**config.mk**
```make
export PLATFORM = sky130hd
export DESIGN_NAME = br_predict_cmp
export DESIGN_NICKNAME = d
export VERILOG_FILES = /design/src/rtl/br_predict_cmp.sv
export SDC_FILE = /design/constraint.sdc
export NUM_CORES = 1
export LEC_CHECK = 0
export BUFFER_PORTS_ARGS = -buffer_cell sky130_fd_sc_hd__buf_2
export CORE_ASPECT_RATIO = 0.6
export CORE_MARGIN = 1.5
export CORE_UTILIZATION = 60
export CTS_BUF_LIST = sky130_fd_sc_hd__clkbuf_2 sky130_fd_sc_hd__clkbuf_4 sky130_fd_sc_hd__clkbuf_8
export CTS_CLUSTER_SIZE = 25
export DETAILED_ROUTE_END_ITERATION = 7
export PLACE_DENSITY = 0.92
export SLEW_MARGIN = 15
export SYNTH_ARGS = -nofsm -noshare
export SYNTH_HDL_FRONTEND = slang
export SYNTH_SLANG_ARGS = --single-unit
```
**constraint.sdc**
```tcl
create_clock -name clk -period 8.1 [get_ports clk]
set_input_delay 1.62 -clock clk [delete_from_list [all_inputs] [get_ports clk]]
set_output_delay 1.62 -clock clk [all_outputs]
set_load 0.02 [all_outputs]
```
**src/rtl/br_predict_cmp.sv**
```systemverilog
// MIPS conditional-branch resolver with an optional registered resolve stage,
// a bimodal 2-bit BHT for fetch-time prediction, and branch/mispredict statistics.
module br_predict_cmp #(
  parameter int DATA_W     = 32,
  parameter int BHT_DEPTH  = 64,
  parameter int CMP_STAGES = 0,
  parameter int CNT_W      = 16
) (
  input  logic              clk,
  input  logic              reset,
  input  logic [31:0]       if_pc,
  output logic              if_pred_taken,
  input  logic              id_valid,
  input  logic              id_stall,
  input  logic [31:0]       id_instr,
  input  logic [31:0]       id_pc,
  input  logic              id_pred_taken,
  input  logic [DATA_W-1:0] RData1,
  input  logic [DATA_W-1:0] RData2,
  output logic              br_valid,
  output logic              br_taken,
  output logic              br_link,
  output logic              br_mispredict,
  input  logic              stat_clr,
  output logic [CNT_W-1:0]  stat_branches,
  output logic [CNT_W-1:0]  stat_mispred
);

  localparam int IDX_W = $clog2(BHT_DEPTH);

  logic [5:0] opcode;
  logic [4:0] rt;
  logic       is_br, cond, link;
  logic       a_neg, a_zero;
  logic       fire, br_fire;
  logic       res_valid, res_taken, res_link, res_mis;

  assign opcode = id_instr[31:26];
  assign rt     = id_instr[20:16];
  assign a_neg  = RData1[DATA_W-1];
  assign a_zero = (RData1 == '0);

  always_comb begin
    is_br = 1'b0;
    cond  = 1'b0;
    link  = 1'b0;
    case (opcode)
      6'b000100: begin is_br = 1'b1; cond = (RData1 == RData2); end
      6'b000101: begin is_br = 1'b1; cond = (RData1 != RData2); end
      6'b000110: begin is_br = 1'b1; cond = a_neg | a_zero; end
      6'b000111: begin is_br = 1'b1; cond = ~a_neg & ~a_zero; end
      6'b000001: begin
        case (rt)
          5'b00000: begin is_br = 1'b1; cond = a_neg; end
          5'b00001: begin is_br = 1'b1; cond = ~a_neg; end
          5'b10000: begin is_br = 1'b1; cond = a_neg;  link = 1'b1; end
          5'b10001: begin is_br = 1'b1; cond = ~a_neg; link = 1'b1; end
          default: ;
        endcase
      end
      default: ;
    endcase
  end

  assign fire      = id_valid & ~id_stall;
  assign br_fire   = fire & is_br;
  assign res_valid = br_fire;
  assign res_taken = br_fire & cond;
  assign res_link  = br_fire & link;
  assign res_mis   = br_fire & (cond != id_pred_taken);

  generate
    if (CMP_STAGES == 0) begin : g_comb
      assign br_valid      = res_valid;
      assign br_taken      = res_taken;
      assign br_link       = res_link;
      assign br_mispredict = res_mis;
    end else begin : g_reg
      logic valid_q, taken_q, link_q, mis_q;
      // A stall freezes the last resolve; any other non-fire cycle clears it.
      always_ff @(posedge clk or negedge reset) begin
        if (!reset) begin
          valid_q <= 1'b0;
          taken_q <= 1'b0;
          link_q  <= 1'b0;
          mis_q   <= 1'b0;
        end else if (!id_stall) begin
          valid_q <= res_valid;
          taken_q <= res_taken;
          link_q  <= res_link;
          mis_q   <= res_mis;
        end
      end
      assign br_valid      = valid_q;
      assign br_taken      = taken_q;
      assign br_link       = link_q;
      assign br_mispredict = mis_q;
    end
  endgenerate

  logic [1:0]       bht_q [BHT_DEPTH];
  logic [IDX_W-1:0] if_idx, upd_idx;
  logic [1:0]       ctr_cur, ctr_d;

  assign if_idx        = if_pc[IDX_W+1:2];
  assign upd_idx       = id_pc[IDX_W+1:2];
  assign if_pred_taken = bht_q[if_idx][1];
  assign ctr_cur       = bht_q[upd_idx];

  always_comb begin
    ctr_d = ctr_cur;
    if (cond && ctr_cur != 2'b11)
      ctr_d = ctr_cur + 2'b01;
    else if (!cond && ctr_cur != 2'b00)
      ctr_d = ctr_cur - 2'b01;
  end

  always_ff @(posedge clk or negedge reset) begin
    if (!reset) begin
      for (int i = 0; i < BHT_DEPTH; i++) bht_q[i] <= 2'b01;
    end else if (br_fire) begin
      bht_q[upd_idx] <= ctr_d;
    end
  end

  logic [CNT_W-1:0] stat_br_q, stat_mis_q;

  always_ff @(posedge clk or negedge reset) begin
    if (!reset) begin
      stat_br_q  <= '0;
      stat_mis_q <= '0;
    end else if (stat_clr) begin
      stat_br_q  <= '0;
      stat_mis_q <= '0;
    end else if (br_fire) begin
      stat_br_q <= stat_br_q + CNT_W'(1);
      if (res_mis) stat_mis_q <= stat_mis_q + CNT_W'(1);
    end
  end

  assign stat_branches = stat_br_q;
  assign stat_mispred  = stat_mis_q;

  logic unused_bits;
  assign unused_bits = ^{if_pc[31:IDX_W+2], if_pc[1:0], id_pc[31:IDX_W+2], id_pc[1:0],
                         id_instr[25:21], id_instr[15:0]};

endmodule

```
==> qor.txt <==
status = finished, final reports clean
worst endpoint required time = 6480 ps
Clk pwr share = 0.381
fin crit share = 0.767
register area share after synthesis = 0.446
GR Overflow Total = 0
Yosys reg bits = 160
synthesized cell area = 0.00916 mm²
# rows = 34
Synth cell types = 61
Boundary Pins = 203
Worst Tran Pin Value = 1150 ps
synth top area cells = dfrtp_1 (26%), dfstp_2 (18%), nand2_1 (10%)
Global Route Usage Sum = 0.350
internal power = 1.16 mW
Adder-Cell Fraction of Synth Area = 0.00546
CP Capture Type = output pin
total of max-cap violations = 0
cts hold-fix bufs = 0
Die Ht = 98.7 µm
combinational power share = 0.112
metal3 WL = 3260 µm
DR pass1 iterations = 5
Leak = 4.21 nW
Post-DP HPWL = 17900 µm
Post-synth EDFFs = 0
Power Dens Cells = 154 mW/mm²
largest net degree at the start of global routing = 86
Place WS = 1690 ps
WL met2 = 12200 µm
sw frac = 0.275
Area Growth Syn to Fin = 13.0%
worst path arrival time = 4590 ps
CTS sink cnt = 160
routed via count = 8356
vias in the first global route = 8135
Total Routed Length = 26900 µm
initial antenna violation count = 0
Final Hold Fails = 0
relative slew slack = 0.233
layout cell share with drive strength beyond 1 = 0.281
Yosys warnings = 0
# setup viols final = 0
Setup crit start kind = input pin
clk slew on worst S/H paths = 90 ps
worst hold slack = 473 ps
main combinational cell family by area after synthesis = simple AND/OR/NAND/NOR gates
post-synthesis xor/xnor area fraction = 0.0459
simple-gate share of the synthesized area = 0.189
uppermost layer routed = met4
Iter 0 DRT Violations = 950
RSZ-0062 raised after global routing = false
fill cell count = 1113
Worst VDD drop = 116 µV
routed length on met1 = 10500 µm
Achievable Freq = 0.161 GHz
CTS tree = done
Initial Util = 0.622
Post-Layout Inst Area = 0.0103 mm²
Hold Crit Class = reg -> reg
die area = 0.0160 mm²
# H-tree levels = 4
worst setup margin = 1890 ps
Die Wd = 163 µm
DRC = 0
total CTS buffers = 17
clock skew = 16.7 ps
Routed wire per std cell = 21.1 µm
share of the synthesized area in the top cell type = 0.262
compound-cell area share of the yosys netlist = 0.161
core area = 0.0147 mm²
Post-DRT Antenna Nets = 0
Clock Latency Late Sink = 460 ps
Final Max Slew Viols = 0
Setup Buffers After CTS = 0
Power, Total = 1.60 mW
number of port buffers = 129
CTS root buffer = clkbuf_8
Synth Area per Inst = 9.58 µm²
Post-DP Area = 0.00995 mm²
Mapped Cells = 956
Async SR Flop Fraction = 1.00
post-synthesis mux area share = 0.120
Worst Path Max Fanout = 17
leading area contributor after synthesis = dfrtp_1
Final Net Count = 1232
NetSw = 439 µW
Final min period = 6210 ps
ys flop type = dfrtp_1
WS Path Type = in -> out
routability congestion estimate = 0.917
Clock Path Buffers = 2
Reg power frac = 0.507
syn_nets = 1126
Vias/cell = 6.56
first-pass GRT wire length = 43100 µm
CTS resizes = 0
Fin Setup TNS = 0 ps
-- critical path: stages --
cell and delay [ps]:
buf_2 110, nor4_1 420, nand4_1 180, o21ai_0 540, mux2i_1 180, a31oi_1 430
nand4_1 680, nand2_1 230, buf_2 190
-- power groups by stage --
stage | clock [mW] | sequential [mW] | combinational [mW]
after floorplan | 0 | 0.822 | 0.101
after global routing | 0.646 | 0.810 | 0.190
final | 0.608 | 0.809 | 0.179
after global placement | 0 | 0.823 | 0.172
after detailed placement | 0 | 0.823 | 0.175
after CTS | 0.608 | 0.809 | 0.175
-- registers in the layout (all words and copies together), names as in the netlist --
signal / count
bht_q: 128
stat_mispred: 16
stat_branches: 16
-- per-layer routing --
layer / vias up / global-route usage
met1: 3983 / 0.467
li1: 3716 / -
met5: - / 0
met2: 563 / 0.535
met4: 0 / 0.136
met3: 94 / 0.114
-- final cells by class --
cell class	instances	area [µm²]	area share
Multi-Input combinational cell	727	4810	0.464
Sequential cell	160	4080	0.395
Timing Repair Buffer	145	772	0.0746
Clock buffer	22	284	0.0274
Tap cell	198	248	0.0239
Clock inverter	10	111	0.0108
Inverter	11	41.3	0.00399
Antenna cell	1	2.50	0.000242
-- synthesized netlist by cell type, types with 7 or more instances --
| cell | count |
|---|---|
| clkbuf_1 | 38 |
| nor2b_1 | 7 |
| o31ai_1 | 65 |
| mux4_2 | 38 |
| dfrtp_1 | 96 |
| mux2_2 | 13 |
| dfstp_2 | 64 |
| a21oi_1 | 23 |
| nand3_1 | 26 |
| xor2_1 | 45 |
| nor2_1 | 33 |
| a211o_1 | 11 |
| mux2i_1 | 10 |
| buf_4 | 9 |
| o41ai_1 | 11 |
| inv_1 | 10 |
| and3_1 | 13 |
| nor3_1 | 10 |
| o21ai_0 | 10 |
| nand4_1 | 11 |
| o21ai_1 | 61 |
| nand2_1 | 253 |
| nor4_1 | 20 |
-- path summary, 6_finish.rpt --
path | from | to | slack, ps | cells past startpoint
setup / recovery | RData1[24] | br_mispredict | 1890 | 9
hold / removal | bht_q[72] | bht_q[72] | 470 | 2
setup reg to reg | bht_q[32] | bht_q[3] | 3750 | 11
hold reg to reg | bht_q[72] | bht_q[72] | 470 | 2
max in group asynchronous | reset | bht_q[99] | 5400 | 2
min in group asynchronous | reset | bht_q[79] | 1220 | 1
-- cell families after synthesis --
| group | count (synthesis) |
|---|---|
| simple gates | 393 |
| compound gates | 221 |
| flops | 160 |
| buf+inv | 69 |
| mux | 61 |
| xor+xnor | 48 |
| fa+ha+maj | 4 |
-- per-stage QoR --
stage          instances  utilization
6_report            1274        0.703
5_1_grt             1273        0.703
4_1_cts             1273        0.703
3_5_place_dp        1241        0.676
3_3_place_gp        1241        0.676
2_1_floorplan        956            -
-- placed cells by master (no fill, tap or decap), types with 16 or more instances in the layout --
cell and instances:
nand3_1 26, mux4_2 38, o21ai_1 61, buf_4 16, dfstp_2 64, dfrtp_1 96, nand2_1 253, nor2_1 33
o31ai_1 65, a21oi_1 23, clkbuf_8 19, nor4_1 20, xor2_1 45, buf_2 128
(Power assumes the default switching activity.)
